--- config.mk ---
export PLATFORM = sky130hd
export DESIGN_NAME = axi_rs_rr_arb
export DESIGN_NICKNAME = d
export VERILOG_FILES = /design/src/rtl/axi_rs_arb_pkg.sv /design/src/rtl/axi_rs_rr_pick.sv /design/src/rtl/axi_rs_rr_arb.sv
export SDC_FILE = /design/constraint.sdc
export NUM_CORES = 1
export LEC_CHECK = 0
export BUFFER_PORTS_ARGS = -buffer_cell sky130_fd_sc_hd__buf_2
export CAP_MARGIN = 0
export CORE_AREA = 2 2 142 144
export DETAILED_ROUTE_END_ITERATION = 8
export DIE_AREA = 0 0 144 146
export SLEW_MARGIN = 5
export SYNTH_ARGS = -nofsm -noshare
export SYNTH_HDL_FRONTEND = slang
export SYNTH_HIERARCHICAL = 1
export SYNTH_SLANG_ARGS = --single-unit
export TNS_END_PERCENT = 20
--- constraint.sdc ---
create_clock -name aclk -period 2.58 [get_ports aclk]
set_input_delay 0.258 -clock aclk [delete_from_list [all_inputs] [get_ports aclk]]
set_output_delay 0.258 -clock aclk [all_outputs]
set_load 0.005 [all_outputs]
--- src/rtl/axi_rs_arb_pkg.sv ---
// Shared types and helpers for the round-robin AXI stream arbiter.
package axi_rs_arb_pkg;

   typedef enum logic {
      ARB_IDLE   = 1'b0,
      ARB_LOCKED = 1'b1
   } arb_st_e;

   localparam int ARB_MAX_REQ = 16;

   // Width of a requester index; never narrower than one bit.
   function automatic int arb_id_w(input int n);
      return (n <= 2) ? 1 : $clog2(n);
   endfunction

endpackage

--- src/rtl/axi_rs_rr_pick.sv ---
// Rotating-priority encoder: first set request at or above ptr, wrapping.
module axi_rs_rr_pick #(
   parameter int NUM_REQ = 4,
   parameter int ID_W    = 2
) (
   input  logic [NUM_REQ-1:0] req,
   input  logic [ID_W-1:0]    ptr,
   output logic [ID_W-1:0]    win_id,
   output logic               any
);

   int              sum;
   logic [ID_W-1:0] idx;

   // Walk from the farthest offset back to ptr so the nearest request is written last.
   always_comb begin
      win_id = '0;
      any    = 1'b0;
      sum    = 0;
      idx    = '0;
      for (int i = NUM_REQ - 1; i >= 0; i--) begin
         sum = int'(ptr) + i;
         if (sum >= NUM_REQ) sum = sum - NUM_REQ;
         idx = ID_W'(sum);
         if (req[idx]) begin
            win_id = idx;
            any    = 1'b1;
         end
      end
   end

endmodule

--- src/rtl/axi_rs_rr_arb.sv ---
// Round-robin burst-aware arbiter feeding a forward register stage.
// Optional beat counter enabled by AXI_RS_RR_ARB_PERF_EN.
module axi_rs_rr_arb
   import axi_rs_arb_pkg::*;
#(
   parameter int  NUM_REQ = 4,
   parameter int  PLD_W   = 64,
   localparam int ID_W    = arb_id_w(NUM_REQ)
) (
   input  logic                     aclk,
   input  logic                     aresetn,
   input  logic [NUM_REQ-1:0]       req_valid_i,
   output logic [NUM_REQ-1:0]       req_ready_o,
   input  logic [NUM_REQ*PLD_W-1:0] req_payload_i,
   input  logic [NUM_REQ-1:0]       req_last_i,
   output logic                     valid_o,
   input  logic                     ready_i,
   output logic [PLD_W-1:0]         payload_o,
   output logic                     last_o,
   output logic [ID_W-1:0]          grant_id_o,
   output logic [31:0]              perf_beat_cnt_o
);

   arb_st_e         state_q, state_next;
   logic [ID_W-1:0] ptr_q, ptr_next;
   logic [ID_W-1:0] own_q, own_next;
   logic [ID_W-1:0] win_id, sel_id;
   logic            win_any, sel_vld, out_free, accept;
   logic            valid_q, last_q;
   logic [PLD_W-1:0] payload_q;
   logic [ID_W-1:0]  id_q;
   logic [PLD_W-1:0] pld_arr [NUM_REQ];

   generate
      for (genvar gi = 0; gi < NUM_REQ; gi++) begin : g_pld
         assign pld_arr[gi] = req_payload_i[gi*PLD_W +: PLD_W];
      end
   endgenerate

   function automatic logic [ID_W-1:0] next_id(input logic [ID_W-1:0] id);
      return (int'(id) >= NUM_REQ - 1) ? '0 : id + 1'b1;
   endfunction

   axi_rs_rr_pick #(
      .NUM_REQ (NUM_REQ),
      .ID_W    (ID_W)
   ) u_pick (
      .req    (req_valid_i),
      .ptr    (ptr_q),
      .win_id (win_id),
      .any    (win_any)
   );

   assign out_free = !valid_q || ready_i;

   always_ff @(posedge aclk or negedge aresetn) begin
      if (!aresetn) begin
         state_q <= ARB_IDLE;
         ptr_q   <= '0;
         own_q   <= '0;
      end else begin
         state_q <= state_next;
         ptr_q   <= ptr_next;
         own_q   <= own_next;
      end
   end

   always_comb begin
      state_next = state_q;
      ptr_next   = ptr_q;
      own_next   = own_q;
      if (accept) begin
         case (state_q)
            ARB_IDLE: begin
               if (req_last_i[sel_id]) begin
                  ptr_next = next_id(sel_id);
               end else begin
                  state_next = ARB_LOCKED;
                  own_next   = sel_id;
               end
            end
            ARB_LOCKED: begin
               if (req_last_i[own_q]) begin
                  state_next = ARB_IDLE;
                  ptr_next   = next_id(own_q);
               end
            end
         endcase
      end
   end

   // While a burst is open only the owner is looked at; others are masked off.
   always_comb begin
      sel_id      = win_id;
      sel_vld     = win_any;
      req_ready_o = '0;
      if (state_q == ARB_LOCKED) begin
         sel_id              = own_q;
         sel_vld             = req_valid_i[own_q];
         req_ready_o[own_q]  = out_free;
      end else if (win_any) begin
         req_ready_o[win_id] = out_free;
      end
      accept = sel_vld && out_free;
   end

   always_ff @(posedge aclk or negedge aresetn) begin
      if (!aresetn) begin
         valid_q   <= 1'b0;
         payload_q <= '0;
         last_q    <= 1'b0;
         id_q      <= '0;
      end else if (accept) begin
         valid_q   <= 1'b1;
         payload_q <= pld_arr[sel_id];
         last_q    <= req_last_i[sel_id];
         id_q      <= sel_id;
      end else if (ready_i) begin
         valid_q   <= 1'b0;
      end
   end

   assign valid_o    = valid_q;
   assign payload_o  = payload_q;
   assign last_o     = last_q;
   assign grant_id_o = id_q;

`ifdef AXI_RS_RR_ARB_PERF_EN
   logic [31:0] perf_q;

   always_ff @(posedge aclk or negedge aresetn) begin
      if (!aresetn) begin
         perf_q <= '0;
      end else if (valid_q && ready_i && perf_q != 32'hFFFF_FFFF) begin
         perf_q <= perf_q + 32'd1;
      end
   end

   assign perf_beat_cnt_o = perf_q;
`else
   assign perf_beat_cnt_o = '0;
`endif

endmodule
# Word level (Yosys, flattened, before mapping)
# Cells that the tools add are included.
[totals]
reg_bits = 73
latchBits = 0
mem_bits_rw = 0
mem_bits_ro = 0
out_inout_bits = 104
elab_cells = 94
memories = 0
[classes]
addsub = 9
n_mul = 0
div = 0
magnitude_cmp = 16
eq_ne = 2
n_shift = 0
muxes = 47
bitwise_logic = 5
reduce_logical = 8
[ops]
columns = ["cell", "n"]
rows = [
  ["$bmux W64 S2", 1],
  ["$mux W64", 2],
  ["$mux W2", 13],
  ["$lt A2 B3 Y1 const B", 7],
  ["$mux W1", 18],
  ["$bmux W1 S2", 7],
  ["$ge A3 B3 Y1 const B", 4],
  ["$and A4 B4 Y4", 2],
  ["$mux W4", 2],
  ["$sub A2 B1 Y2 const B", 4],
  ["$add A2 B2 Y3 const B", 2],
  ["$reduce_and A3 Y1", 2],
  ["$add A2 B1 Y2 const B", 2],
  ["$demux W1 S2", 2],
  ["$ge A2 B1 Y1 const B", 2],
  ["$ge A2 B2 Y1 const B", 2],
  ["$pmux W2 S2", 1],
  ["$add A2 B1 Y3 const B", 1],
  ["$ge A2 B3 Y1 const B", 1],
  ["$logic_and A1 B1 Y1", 3],
  ["$not A2 Y3", 1],
  ["$ne A2 B1 Y1 const B", 1],
  ["$ne A2 B2 Y1 const B", 1],
  ["$not A1 Y1", 2],
  ["other kinds (4)", 4],
]

# Longest topological paths before layout
[depth]
word_depth = 16
mapped_depth = 9
depth_no_buf = 7

# Cells and area by module
# The synthesis kept the hierarchy.
[by_module_without_submodules]
columns = ["mod", "n_inst", "cells_per_inst", "area_per_inst_um2"]
rows = [
  ["axi_rs_rr_arb", 1, 308, 4752.1],
  ["axi_rs_rr_pick", 1, 13, 77.6],
]

# Least setup slack after synthesis
# Ideal clock, no wire load.
[synth_timing]
kind = "flip-flop to flip-flop"
from = "register ptr_q[0]"
to = "register payload_q[37], in the netlist payload_o[37]"
arrival_ns = 2.269
slack_ns = 0.186
stages_incl_launch_ff = 10
path_cell_list = "dfrtp_1 > nor3b_1 > a211oi_1 > nor2_1 > nor2b_1 > a21oi_1 > buf_2 > clkbuf_1 > mux4_2 > mux2_2"
[synth_via]
elab_chain_cells = 14
[synth_lines]
columns = ["element", "line", "source"]
rows = [
  ["start, declared", "axi_rs_rr_arb.sv:25", "logic [ID_W-1:0] ptr_q, ptr_next;"],
  ["start signal, assigned", "axi_rs_rr_arb.sv:63", "ptr_q <= ptr_next;"],
  ["$add A2 B2 Y3", "axi_rs_rr_pick.sv:22", "sum = int'(ptr) + i;"],
  ["$ge A3 B3 Y1 / $sub A2 B1 Y2 (equally long branches)", "axi_rs_rr_pick.sv:23", "if (sum >= NUM_REQ) sum = sum - NUM_REQ;"],
  ["$mux W2", "axi_rs_rr_pick.sv:23", ""],
  ["$bmux W1 S2", "axi_rs_rr_pick.sv:25", "if (req[idx]) begin"],
  ["$mux W1 (implied by the code)", "axi_rs_rr_pick.sv:25", ""],
  ["$mux W2 (3 in a row)", "axi_rs_rr_pick.sv:25", ""],
  ["$mux W2 *", "axi_rs_rr_pick.sv:25", ""],
  ["via win_id[1]", "axi_rs_rr_arb.sv:27", "logic [ID_W-1:0] win_id, sel_id;"],
  ["$mux W2 *", "axi_rs_rr_arb.sv:97", "if (state_q == ARB_LOCKED) begin"],
  ["$not A2 Y3 (implied by the code) *", "axi_rs_rr_arb.sv:115", "payload_q <= pld_arr[sel_id];"],
  ["$bmux W64 S2 *", "axi_rs_rr_arb.sv:115", ""],
  ["$mux W64 (implied by the code) * (2 in a row)", "axi_rs_rr_arb.sv:115", ""],
  ["end signal, assigned", "axi_rs_rr_arb.sv:115", ""],
  ["end, declared", "axi_rs_rr_arb.sv:30", "logic [PLD_W-1:0] payload_q;"],
]
# Mark *: on every way through the listed nets, which the timed path passes. The rest lies on a longest branch. The select of a mux whose other input is x is not followed.
# A chain may end at the register's enable or synchronous reset.

# Worst setup path in the final report
[layout_timing]
from = "register ptr_q[1]"
to = "register payload_q[27], in the netlist payload_o[27]"
# The elaborated chain is that of the path after synthesis.

==> qor.txt <==
Endpoint kind of the worst setup timing path = flip-flop
Critical Path AT = 2.64 ns
Core area = 19300 sq um
Synth area leaders = dfrtp_1 (38%), mux4_2 (30%), mux2_2 (15%)
Crit path time final = 2.43 ns
Setup TNS = 0 ns
Post-synth cell types = 32
Slew Limit Fails = 0
CTS Buf Count = 9
Slew margin rel. = 0.336
Largest net degree at the start of global routing = 74
Cell mode on critical path = buf_4
Most frequent cells in the layout = buf_2 (337), dfrtp_1 (72), mux4_2 (65), mux2_2 (65), conb_1 (32)
Wire per inst = 17.9 um
CP Cell Sequence = nand2b_1 -> a21oi_2 -> a211oi_2 -> buf_4 -> mux2i_4 -> buf_4 -> buf_12 -> mux4_2 -> mux2_1
Worst slack at placement = 0.0689 ns
Final hold viol count = 0
Synth Area per Inst = 15.0 sq um
GRT overflow = 0
Drt via density = 4.48
Tightest Pin Transition = 0.996 ns
Iter 0 DRT Violations = 123
Fin worst setup slack = 0.151 ns
Final WL = 16.6 mm
Drt first pass iters = 4
Max stage delay on crit path = 0.51 ns
Mapped Cells = 321
Commonest non-fill, non-tap cell in the layout = buf_2
Met3 WL = 1.39 mm
Syn. warnings = 6
Dpl hpwl = 13.2 mm
Worst-path clk slew = 0.07 ns
Root Buffer = clkbuf_16
Core Rows = 51
Leading area contributor after synthesis = dfrtp_1
CTS tree = done
Antenna Cells = 0
Share of cells above drive strength 1 = 0.761
Slowest CP cell = mux4_2
First-pass GRT wire length = 24.1 mm
Placer's final routability congestion estimate = 0.788
Full die area = 21000 sq um
Critical Path RT = 2.79 ns
Die Ht = 146 um
Max-Cap Viols = 0
Layout fillers = 1957
Worst-Skew Late Latency = 0.34 ns
Starting Density = 0.250
PwrDens = 1200 nW/um^2
Clock H-tree levels = 3
Setup Skew = 0.00926 ns
IO Pins = 371
Buffers on Ports = 338
Final nets = 931
Vias in the first global route = 4372
Worst-path fanout max = 19
Met2 routed WL = 8.29 mm
Kind of critical path = reg -> reg
Via Count = 4163
Worst Reg-to-Reg Cells = 9
Metal1 wirelength = 6.54 mm
Area grow syn2layout = 47.7%
TritonCTS Sinks = 73
Worst hold path class = in -> async
Synth Register Bits = 73
Share of the synthesized area in the top cell type = 0.378
Top sig layer = met5
Width of the die = 144 um
Maximum vdd drop = 0.494 mV
Final Setup Violations = 0
Gr usage total = 0.151
Status = complete, no violations
Max clock buf depth = 2
Hold_ws = 0.0646 ns
Element type at the critical path start = flip-flop
Seq/Total Area, Yosys = 0.378
RSZ-0062 raised after global routing = false
Mapped Area = 4830 sq um
Period utilization = 0.941
Remaining DRCs = 0
Antenna viol nets, final = 0
Initial antenna violation count = 3
Leakage = 3.42 nW
Fmax = 412 MHz
critical path, delay by kind of cell, from the launching register on:
| family | cells | cell delay, ns |
|---|---|---|
| buffers and inverters | 3 | 0.55 |
| AO/OA/AOI/OAI | 2 | 0.21 |
| AND/OR/NAND/NOR | 1 | 0.16 |
| multiplexers | 3 | 0.94 |
| flip-flops | 1 | 0.44 |
state kept, by name, indices dropped and copies added (netlist names):
name / flops
ptr_q: 2
payload_o: 64
own_q: 2
state_q: 1
last_o: 1
valid_o: 1
grant_id_o: 2
final timing paths:
kind / slack, ns / end / startpoint
worst max register to register: 0.15 / payload_o[27]$_DFFE_PN0P_ / ptr_q[1]$_DFFE_PN0P_
worst min-delay path: 0.06 / payload_o[41]$_DFFE_PN0P_ / aresetn
min in group aclk: 0.35 / payload_o[27]$_DFFE_PN0P_ / req_payload_i[219]
worst max-delay path: 0.15 / payload_o[27]$_DFFE_PN0P_ / ptr_q[1]$_DFFE_PN0P_
max in group asynchronous: 1.82 / ptr_q[1]$_DFFE_PN0P_ / aresetn
worst min register to register: 0.48 / last_o$_DFFE_PN0P_ / last_o$_DFFE_PN0P_
final cells by class:
type	instances	area [sq um]	area share
clock buffer	10	239	0.0335
multi-input combinational	220	2770	0.389
inverter	3	11.3	0.00158
sequential	73	1830	0.256
timing repair buffer	353	1920	0.269
clock inverter	5	32.5	0.00456
tap	265	332	0.0465
Yosys cell counts:
cell / instances
mux2i_1: 5
inv_1: 3
a211oi_2: 1
mux2_2: 65
dfrtp_1: 73
or2_1: 1
nor2_1: 9
clkbuf_1: 6
nand3b_1: 1
mux2_1: 4
a32oi_1: 2
a211oi_1: 1
nand2_1: 5
o22ai_1: 1
a31oi_1: 2
buf_6: 2
a21bo_1: 1
xnor2_1: 1
mux4_2: 65
conb_1: 1
o21ai_0: 1
a21oi_1: 4
a22oi_1: 2
nor3b_1: 1
nor2b_1: 3
buf_2: 14
nand2b_1: 6
nand4b_1: 1
ha_1: 4
buf_4: 34
a21boi_1: 1
o221ai_2: 1
cells by family after synthesis:
group	share of synthesized area
compound gates	0.0267
xor+xnor	0.00181
fa+ha+maj	0.0104
buf+inv	0.0790
flops	0.378
mux	0.474
other cells	0.000776
simple gates	0.0288
per-layer routing:
metal	global-route usage	vias to the layer above
met5	0	-
met4	0.0559	2
met3	0.0424	25
met2	0.263	221
met1	0.175	2048
li1	-	1867
per-stage QoR:
step                      instances  utilization  cell area [sq um]  total power [mW]
after detailed placement        910        0.351               6790              7.29
after global placement          910        0.351               6790              7.19
after floorplan                 352            -               4950              5.64
final                           929        0.369               7130              8.54
after CTS                       925        0.365               7060              8.52
after global routing            929        0.369               7130              9.22
power breakdown:
part / leakage [nW] / switching, mW / internal [mW] / total [mW]
sequential: 0.849 / 0.346 / 1.78 / 2.12
combinational: 2.44 / 2.11 / 3.12 / 5.23
clock: 0.126 / 0.525 / 0.669 / 1.19
total: 3.42 / 2.98 / 5.56 / 8.54
timing repair:
action	in CTS	in global routing
gates resized for setup	0	2
hold buffers	0	0
buffers inserted	0	2
endpoints found under the setup margin	0	64
No activity file was read; power rests on OpenSTA's default activity.
